### src/rtl/rv32i_types.sv
// Shared RV32I types for the multicycle datapath.
// Also holds the data-memory controller FSM state encoding.
package rv32i_types;

  typedef logic [31:0] rv32i_word;

  typedef enum logic [6:0] {
    op_lui   = 7'b0110111,
    op_auipc = 7'b0010111,
    op_jal   = 7'b1101111,
    op_jalr  = 7'b1100111,
    op_br    = 7'b1100011,
    op_load  = 7'b0000011,
    op_store = 7'b0100011,
    op_imm   = 7'b0010011,
    op_reg   = 7'b0110011,
    op_csr   = 7'b1110011
  } rv32i_opcode;

  typedef enum logic [2:0] {
    lb  = 3'b000,
    lh  = 3'b001,
    lw  = 3'b010,
    lbu = 3'b100,
    lhu = 3'b101
  } load_funct3_t;

  typedef enum logic [2:0] {
    sb = 3'b000,
    sh = 3'b001,
    sw = 3'b010
  } store_funct3_t;

  typedef enum logic [1:0] {
    IDLE   = 2'd0,
    ACCESS = 2'd1,
    FINISH = 2'd2
  } dmem_state_t;

endpackage

### src/rtl/dmem_byte_en.sv
// Byte-lane enables and alignment check for data accesses.
// Alignment trap logic present only with DMEM_MISALIGN_TRAP_EN.
module dmem_byte_en
  import rv32i_types::*;
(
  input  rv32i_opcode opcode,
  input  logic [2:0]  funct3,
  input  logic [1:0]  offset,
  output logic [3:0]  byte_en,
  output logic        misaligned
);

  logic is_st;

  assign is_st = (opcode == op_store);

  always_comb begin
    byte_en = 4'b1111;
    if (is_st) begin
      unique case (1'b1)
        (funct3 == sb): byte_en = 4'b0001 << offset;
        (funct3 == sh): byte_en = 4'b0011 << offset;
        default:        byte_en = 4'b1111;
      endcase
    end
  end

`ifdef DMEM_MISALIGN_TRAP_EN
  logic is_ld;
  logic half;
  logic word;

  assign is_ld = (opcode == op_load);
  assign half  = (is_ld && (funct3 == lh || funct3 == lhu))
              || (is_st && funct3 == sh);
  assign word  = (is_ld && funct3 == lw)
              || (is_st && funct3 == sw);
  assign misaligned = (half & offset[0]) | (word & (|offset));
`else
  assign misaligned = 1'b0;
`endif

endmodule

### src/rtl/dmem_ctrl.sv
// Data-memory access controller: request/response handshake, MDR.
// Define DMEM_MISALIGN_TRAP_EN to trap misaligned half/word accesses.
module dmem_ctrl
  import rv32i_types::*;
#(
  parameter int ADDR_W = 32,
  parameter int DATA_W = 32
) (
  input  logic              clk,
  input  logic              rst,
  input  logic              start,
  input  rv32i_opcode       opcode,
  input  logic [2:0]        funct3,
  input  logic [ADDR_W-1:0] addr,
  input  logic [DATA_W-1:0] wdata,
  input  logic              mem_resp,
  input  logic [DATA_W-1:0] mem_rdata,
  output logic              mem_read,
  output logic              mem_write,
  output logic [ADDR_W-1:0] mem_address,
  output logic [3:0]        mem_byte_enable,
  output logic [DATA_W-1:0] mem_wdata,
  output logic [DATA_W-1:0] mdr_out,
  output logic              done,
  output logic              misaligned
);

  dmem_state_t       state_q;
  dmem_state_t       state_d;
  logic              ld_q;
  logic              mis_q;
  logic [ADDR_W-1:2] addr_q;
  logic [3:0]        be_q;
  logic [DATA_W-1:0] wdata_q;
  logic [DATA_W-1:0] mdr_q;

  logic [3:0] be_c;
  logic       mis_c;
  logic       is_mem;
  logic       accept;

  dmem_byte_en u_be (
    .opcode     (opcode),
    .funct3     (funct3),
    .offset     (addr[1:0]),
    .byte_en    (be_c),
    .misaligned (mis_c)
  );

  assign is_mem = (opcode == op_load) || (opcode == op_store);
  assign accept = (state_q == IDLE) && start && is_mem;

  always_comb begin
    state_d = state_q;
    unique case (state_q)
      IDLE:    if (accept) state_d = mis_c ? FINISH : ACCESS;
      ACCESS:  if (mem_resp) state_d = FINISH;
      FINISH:  state_d = IDLE;
      default: state_d = IDLE;
    endcase
  end

  always_ff @(posedge clk) begin
    if (rst) begin
      state_q <= IDLE;
      ld_q    <= 1'b0;
      mis_q   <= 1'b0;
      addr_q  <= '0;
      be_q    <= '0;
      wdata_q <= '0;
      mdr_q   <= '0;
    end else begin
      state_q <= state_d;
      if (accept) begin
        ld_q    <= (opcode == op_load);
        mis_q   <= mis_c;
        addr_q  <= addr[ADDR_W-1:2];
        be_q    <= be_c;
        wdata_q <= wdata;
      end
      if (state_q == ACCESS && mem_resp && ld_q)
        mdr_q <= mem_rdata;
    end
  end

  assign mem_read        = (state_q == ACCESS) && ld_q;
  assign mem_write       = (state_q == ACCESS) && !ld_q;
  assign mem_address     = {addr_q, 2'b00};
  assign mem_byte_enable = be_q;
  assign mem_wdata       = wdata_q;
  assign mdr_out         = mdr_q;
  assign done            = (state_q == FINISH);
  assign misaligned      = done && mis_q;

endmodule

### config.mk
export PLATFORM = sky130hd
export DESIGN_NAME = dmem_ctrl
export DESIGN_NICKNAME = d
export VERILOG_FILES = /design/src/rtl/rv32i_types.sv /design/src/rtl/dmem_byte_en.sv /design/src/rtl/dmem_ctrl.sv
export SDC_FILE = /design/constraint.sdc
export NUM_CORES = 1
export LEC_CHECK = 0
export CORE_MARGIN = 3
export CORE_UTILIZATION = 40
export CTS_CLUSTER_SIZE = 12
export DETAILED_ROUTE_END_ITERATION = 7
export PLACE_DENSITY = 0.9
export SLEW_MARGIN = 20
export SYNTH_ARGS = -nofsm -noshare
export SYNTH_HDL_FRONTEND = slang
export SYNTH_SLANG_ARGS = --single-unit
### constraint.sdc
create_clock -name clk -period 2.3 [get_ports clk]
set_input_delay 0.69 -clock clk [delete_from_list [all_inputs] [get_ports clk]]
set_output_delay 0.69 -clock clk [all_outputs]
set_load 0.005 [all_outputs]
==> summary.md, run 1 <==
| Metric | Value |
|---|---|
| Status | complete, no violations |
| Final GP Congestion | 0.709 |
| Maxcap violations | 0 |
| Period utilization | 0.959 |
| Share of layout cells above drive strength 1 | 0.0459 |
| Combinational family with the most area after synthesis | simple AND/OR/NAND/NOR gates |
| Clk root buf | clkbuf_8 |
| CTS tree | done |
| Yosys reg bits | 101 |
| Final ANT Viol Nets | 0 |
| PwrDens | 458 nW/um^2 |
| Met3 Use GR | 0.0652 |
| R2R Path Start | state_q[1]$_SDFFE_PP0P_ |
| Post-synth cell types | 28 |
| Drt pass-1 iters | 4 |
| Die width | 109 um |
| WS Path Type | flop to primary output |
| Dpl cells | 775 |
| Worst slew margin | 0.651 |
| Remaining Overflow, GRT | 0 |
| Yosys top cell area share | 0.472 |
| Commonest non-fill, non-tap cell in the layout | clkdlybuf4s50_1 |
| Mux share of post-synthesis cell area | 0.145 |
| Pin count of the biggest net entering global routing | 164 |
| Reg-to-reg setup timing slack | 0.88 ns |
| CP arrival | 1.52 ns |
| Worst path required time | 1.61 ns |
| Antenna diodes | 0 |
| Post-Layout Cell Count | 790 |
| Clock transition at the registers of the reported paths | 0.08 ns |
| Gr usage total | 0.180 |
| Port bufs | 210 |
| Most frequent cells in the layout | 209 x clkdlybuf4s50_1, 125 x nand2b_1, 100 x dfxtp_1 |
| Die span in y | 109 um |
| Postcts setup bufs | 0 |
| Place WS | 0.0928 ns |
| Busiest grt layer | met2 |
| # setup viols final | 0 |
| Nets | 760 |
| Area delta synth->final | 55.2% |
| Lkg Pwr | 2.23 nW |
| Initial antenna violation count | 0 |
| Ports | 214 |
| Avg Cell Area, Syn | 9.45 um^2 |
| Hold Fails Final Rpt | 0 |
| Fin Clk Skew | 0.00655 ns |
| Unrepaired setup endpoints after global routing | false |
| Vias/cell | 4.75 |
| FF-to-FF End | addr_q[21]$_SDFFE_PP0P_ |
| Max-slew violation total from the final report | 0 |
| HPWL Detailed | 8610 um |
| Met1 Use GR | 0.207 |
| Die Area | 12,000 um^2 |
| Max IR drop VDD | 255 uV |
| Worst Reg-to-Reg Cells | 4 |
| Synth Area in Adders | 0 |
| Register area share after synthesis | 0.472 |
| Via count | 3,753 |
| Synth Area in XOR/XNOR | 0 |
| Post-route DRC | 0 |
| Synth Instances | 453 |
| DR iter-0 viols | 191 |
| Crit end category | primary output |
| Number of global-route vias before repair | 3,544 |
| Per-cell routed wire length | 14.4 um |
| Post-Synth Simple-Gate Area | 0.267 |
| Top cells by area, synth | dfxtp_1 47%, nand2b_1 18%, mux2i_1 14% |
| CTS Buf Count | 9 |
| CP Launch Type | flop |
| Worst setup margin | 0.0945 ns |
| Starting Density | 0.413 |
| First-pass GRT wire length | 17,000 um |
| Clk sinks | 101 |
| Min Tclk post-route | 2.21 ns |
| Area leader, netlist | dfxtp_1 |
| Core area | 10,400 um^2 |
| Resized cells post-CTS | 1 |
| Fmax | 453 MHz |
| FILL cells | 813 |
| Critical path fanouts, max | 8 |
| Synth Cell Area | 4280 um^2 |
| Worst-Margin Slew | 0.523 ns |
| Hold crit path type | flop to flop |
| Post-synthesis compound-gate area fraction | 0.0617 |
| CTS max path bufs | 2 |
| Total number of yosys warnings | 0 |
| Met2 usage | 0.306 |
| Fin Setup TNS | 0 ns |
| CP Capture Point | mem_write |
| Clock Latency Late Sink | 0.34 ns |
| CP startpoint | state_q[0]$_SDFFE_PP0P_ |
| Hold-fix buffers at CTS | 0 |
| Routed WL | 11,400 um |
| # rows | 37 |
| H-tree depth | 3 |
[state kept, by name, indices dropped and copies added (netlist names)]
register	count
addr_q	30
state_q	2
mdr_out	32
ld_q	1
mem_byte_enable	4
mem_wdata	32
[final cells by class]
| cell class | count | area [um^2] | share of cell area |
|---|---|---|---|
| clock inverter | 2 | 10.0 | 0.00151 |
| tap | 136 | 170 | 0.0256 |
| inverter | 1 | 3.75 | 0.000565 |
| timing repair buffer | 221 | 2240 | 0.338 |
| sequential | 101 | 2020 | 0.305 |
| multi-input combinational | 316 | 2040 | 0.307 |
| clock buffer | 13 | 149 | 0.0224 |
[layer usage]
| layer | wire length [um] | share of wire |
|---|---|---|
| met2 | 5300 | 0.47 |
| met5 | 0 | 0 |
| met3 | 1360 | 0.12 |
| met4 | 221 | 0.019 |
| met1 | 4510 | 0.40 |
[logic make-up (layout without fill, tap and decap cells)]
| kind of cell | Yosys count | after routing |
|---|---|---|
| buf+inv | 38 | 237 |
| simple gates | 205 | 205 |
| mux | 62 | 62 |
| other cells | 1 | 3 |
| flops | 101 | 101 |
| compound gates | 46 | 46 |
[worst min path at each step]
stage	slack [ns]	cells past startpoint	start	endpoint
finish	0.46	2	mdr_out[31]$_SDFFE_PP0P_	mdr_out[31]$_SDFFE_PP0P_
global route	0.48	2	mdr_out[6]$_SDFFE_PP0P_	mdr_out[6]$_SDFFE_PP0P_
CTS	0.46	2	mdr_out[5]$_SDFFE_PP0P_	mdr_out[5]$_SDFFE_PP0P_
detailed placement	0.45	2	mdr_out[5]$_SDFFE_PP0P_	mdr_out[5]$_SDFFE_PP0P_
global placement	0.44	2	mdr_out[22]$_SDFFE_PP0P_	mdr_out[22]$_SDFFE_PP0P_
floorplan	0.45	2	mdr_out[0]$_SDFFE_PP0P_	mdr_out[0]$_SDFFE_PP0P_
[stage by stage]
stage,hold slack [ns],utilization,power [mW],cell area [um^2]
detailed placement,0.448,0.625,2.12,6480
global route,0.476,0.641,3.19,6640
finish,0.459,0.641,3.04,6640
global placement,0.441,0.625,2.12,6480
CTS,0.460,0.641,3.09,6640
floorplan,0.453,-,1.91,4290
[Yosys cell counts]
cell / number
and4b_1: 2
nand4b_1: 1
a211oi_1: 4
dfxtp_1: 101
clkbuf_1: 19
or3b_2: 1
nor4bb_1: 1
a21oi_1: 32
buf_4: 7
mux2i_1: 62
a311oi_1: 1
buf_2: 7
nand2_1: 64
a31oi_1: 6
o21a_1: 1
o21ba_2: 2
and3b_1: 1
and3_1: 1
buf_12: 2
nand2b_1: 125
buf_6: 1
inv_1: 1
conb_1: 1
buf_8: 1
nor3_4: 1
nor2b_1: 1
nor2_1: 5
nor3b_1: 2
[power by group]
group	switching [mW]	internal, mW
Sequential	0.00323	1.75
Combinational	0.0944	0.231
Clock	0.545	0.416
Total	0.643	2.40
[critical path, stage by stage, from the launching register on]
cell             delay (ns)
dfxtp_2                0.41
nor3b_1                0.21
clkdlybuf4s50_1        0.55
Power figures use the tool's default switching activity.
==> inputs of run 2 (changes only) <==
--- a/config.mk
+++ b/config.mk
@@ -10,7 +10,6 @@
 export CTS_CLUSTER_SIZE = 12
 export DETAILED_ROUTE_END_ITERATION = 7
 export PLACE_DENSITY = 0.9
-export SLEW_MARGIN = 20
 export SYNTH_ARGS = -nofsm -noshare
 export SYNTH_HDL_FRONTEND = slang
 export SYNTH_SLANG_ARGS = --single-unit
==> results of run 2 <==
Same layout as run 1: the final DEF is identical, and so are final timing and power.
==> inputs of run 3 (changes only) <==
--- a/config.mk
+++ b/config.mk
@@ -10,6 +10,7 @@
 export CTS_CLUSTER_SIZE = 12
 export DETAILED_ROUTE_END_ITERATION = 7
 export PLACE_DENSITY = 0.9
+export SETUP_SLACK_MARGIN = 0.4
 export SYNTH_ARGS = -nofsm -noshare
 export SYNTH_HDL_FRONTEND = slang
 export SYNTH_SLANG_ARGS = --single-unit
==> run 3 against run 2 <==
- via count rose by 0.72%
- first-iteration DRC count fell by 19%
- routed wire length rose by 2.0%
- critical path type unchanged
- largest cell class unchanged
- highest routed layer unchanged
==> summary.md, run 3 (synthesis results as in run 1) <==
| Metric | Value |
|---|---|
| Fin Setup TNS | 0 ns (unchanged) |
| # rows | 37 (unchanged) |
| Maxcap violations | 0 (unchanged) |
| WHS | 0.452 ns (-0.00640 ns) |
| WL met3 | 1360 um (unchanged) |
| Die width | 109 um (unchanged) |
| Clock transition at the registers of the reported paths | 0.09 ns (about the same) |
| Max-slew violation total from the final report | 0 (unchanged) |
| Core area | 10,400 um^2 (unchanged) |
| Final GP Congestion | 0.709 (unchanged) |
| CTS Buf Count | 9 (unchanged) |
| CP arrival | 1.17 ns (-0.35 ns) |
| Hold-fix buffers at CTS | 0 (unchanged) |
| Fmax | 538 MHz (+19%) |
| Drt pass-1 iters | 4 (unchanged) |
| Status | complete, no violations |
| Clk sinks | 101 (unchanged) |
| Period utilization | 0.809 (-0.150) |
| Pin count of the biggest net entering global routing | 164 (unchanged) |
| Hold crit path type | flop to flop |
| Post-route DRC | 0 (unchanged) |
| Design Area, Final | 6750 um^2 (+1.7%) |
| Hold Fails Final Rpt | 0 (unchanged) |
| Vias/cell | 4.77 (+0.34%) |
| Place WS | 0.0928 ns (unchanged) |
| Critical path fanouts, max | 2 (-6) |
| Worst-Margin Slew | 0.574 ns (+0.0506 ns) |
| H-tree depth | 3 (unchanged) |
| Share of layout cells above drive strength 1 | 0.128 (+0.0820) |
| Final ANT Viol Nets | 0 (unchanged) |
| Post-Layout Cell Count | 793 (+0.38%) |
| First-pass GRT wire length | 17,200 um (+1.2%) |
| DR top layer | met4 |
| PwrDens | 449 nW/um^2 (-1.9%) |
| Worst path top cell family by delay | buffers and inverters |
| Antenna diodes | 0 (unchanged) |
| Lkg Pwr | 3.27 nW (+46%) |
| FILL cells | 803 (-1.2%) |
| Die Area | 12,000 um^2 (unchanged) |
| Fin Clk Skew | 0.0104 ns (+0.00380 ns) |
| CTS max path bufs | 2 (unchanged) |
| Per-cell routed wire length | 14.7 um (+1.6%) |
| Die span in y | 109 um (unchanged) |
| Unrepaired setup endpoints after global routing | false |
| Ports | 214 (unchanged) |
| Gr usage total | 0.182 (+0.00178) |
| Worst path required time | 1.61 ns (about the same) |
| DR iter-0 viols | 155 (-19%) |
| HPWL Detailed | 8610 um (unchanged) |
| Worst slew margin | 0.618 (-0.0337) |
| Met2 wire len | 5530 um (+4.4%) |
| CP Launch Type | flop |
| CTS tree | done |
| Max IR drop VDD | 253 uV (-0.79%) |
| # setup viols final | 0 (unchanged) |
| WS Path Type | flop to primary output |
| Area delta synth->final | 57.8% |
| Remaining Overflow, GRT | 0 (unchanged) |
| Number of global-route vias before repair | 3,577 (+0.93%) |
| Starting Density | 0.413 (unchanged) |
| Clock Latency Late Sink | 0.35 ns (about the same) |
| Post-DP Area | 6480 um^2 (unchanged) |
| Min Tclk post-route | 1.86 ns (-0.346 ns) |
| Routed WL | 11,600 um (+2.0%) |
| CP Cell Sequence | clkdlybuf4s50_1 |
| CP bufs+invs | 1 (unchanged) |
| Commonest non-fill, non-tap cell in the layout | nand2b_1 |
| Wire length on met1 | 4490 um (-0.35%) |
| Crit-path max cell delay | 0.49 ns (-0.06 ns) |
| Via count | 3,780 (+0.72%) |
| Crit end category | primary output |
| Most frequent cells in the layout | 125 x nand2b_1, 112 x clkdlybuf4s50_1, 64 x nand2_1 |
| Clk root buf | clkbuf_8 |
| Initial antenna violation count | 0 (unchanged) |
| Worst setup margin | 0.440 ns (+0.346 ns) |
| Nets | 763 (+0.39%) |
| Slowest cell on crit path | clkdlybuf4s50_1 |
| Dpl cells | 775 (unchanged) |
| Port bufs | 210 (unchanged) |
## run 3: tightest hold or removal path, cell delays in order (launching register included)
cell     delay, ns
dfxtp_2       0.32
nand2_1       0.04
a21oi_1       0.05
## run 3: power breakdown
part	total (mW)	leakage [nW]	internal [mW]	switching, mW
combinational	0.324	2.35	0.229	0.0947
sequential	1.75	0.839	1.75	0.00304
clock	0.958	0.0833	0.416	0.542
## run 3: layout make-up
cell class / count / area [um^2] / area share
inverters: 1 / 3.75 / 0.000556
well taps: 136 / 170 / 0.0252
repair buffers: 224 / 2280 / 0.338
clock inverters: 2 / 10.0 / 0.00148
clock buffers: 13 / 149 / 0.0220
flip-flops and latches: 101 / 2090 / 0.309
multi-input cells: 316 / 2050 / 0.303
## run 3: worst paths after layout
| check | cells after the start | slack (ns) | end | from |
|---|---|---|---|---|
| min | 2 | 0.45 | mdr_out[5]$_SDFFE_PP0P_ | mdr_out[5]$_SDFFE_PP0P_ |
| min reg2reg | 2 | 0.45 | mdr_out[5]$_SDFFE_PP0P_ | mdr_out[5]$_SDFFE_PP0P_ |
| max | 1 | 0.44 | mem_address[8] | addr_q[8]$_SDFFE_PP0P_ |
| max reg2reg | 5 | 0.83 | addr_q[21]$_SDFFE_PP0P_ | state_q[1]$_SDFFE_PP0P_ |
## run 3: metal layers
layer,vias up,track usage
li1,1867,-
met1,1716,0.209
met2,178,0.310
met3,19,0.0622
met4,0,0.0730
met5,-,0
## run 3: metrics by stage
stage,util,power [mW]
floorplan,-,1.91
global placement,0.625,2.12
detailed placement,0.625,2.12
CTS,0.641,3.08
global route,0.651,3.18
finish,0.651,3.03
## run 3: timing repair
| action | in CTS | in global routing |
|---|---|---|
| setup buffers | 3 | 0 |
| gates resized for setup | 104 | 51 |
| setup endpoints to repair | 84 | 42 |
| pin swaps | 0 | 0 |
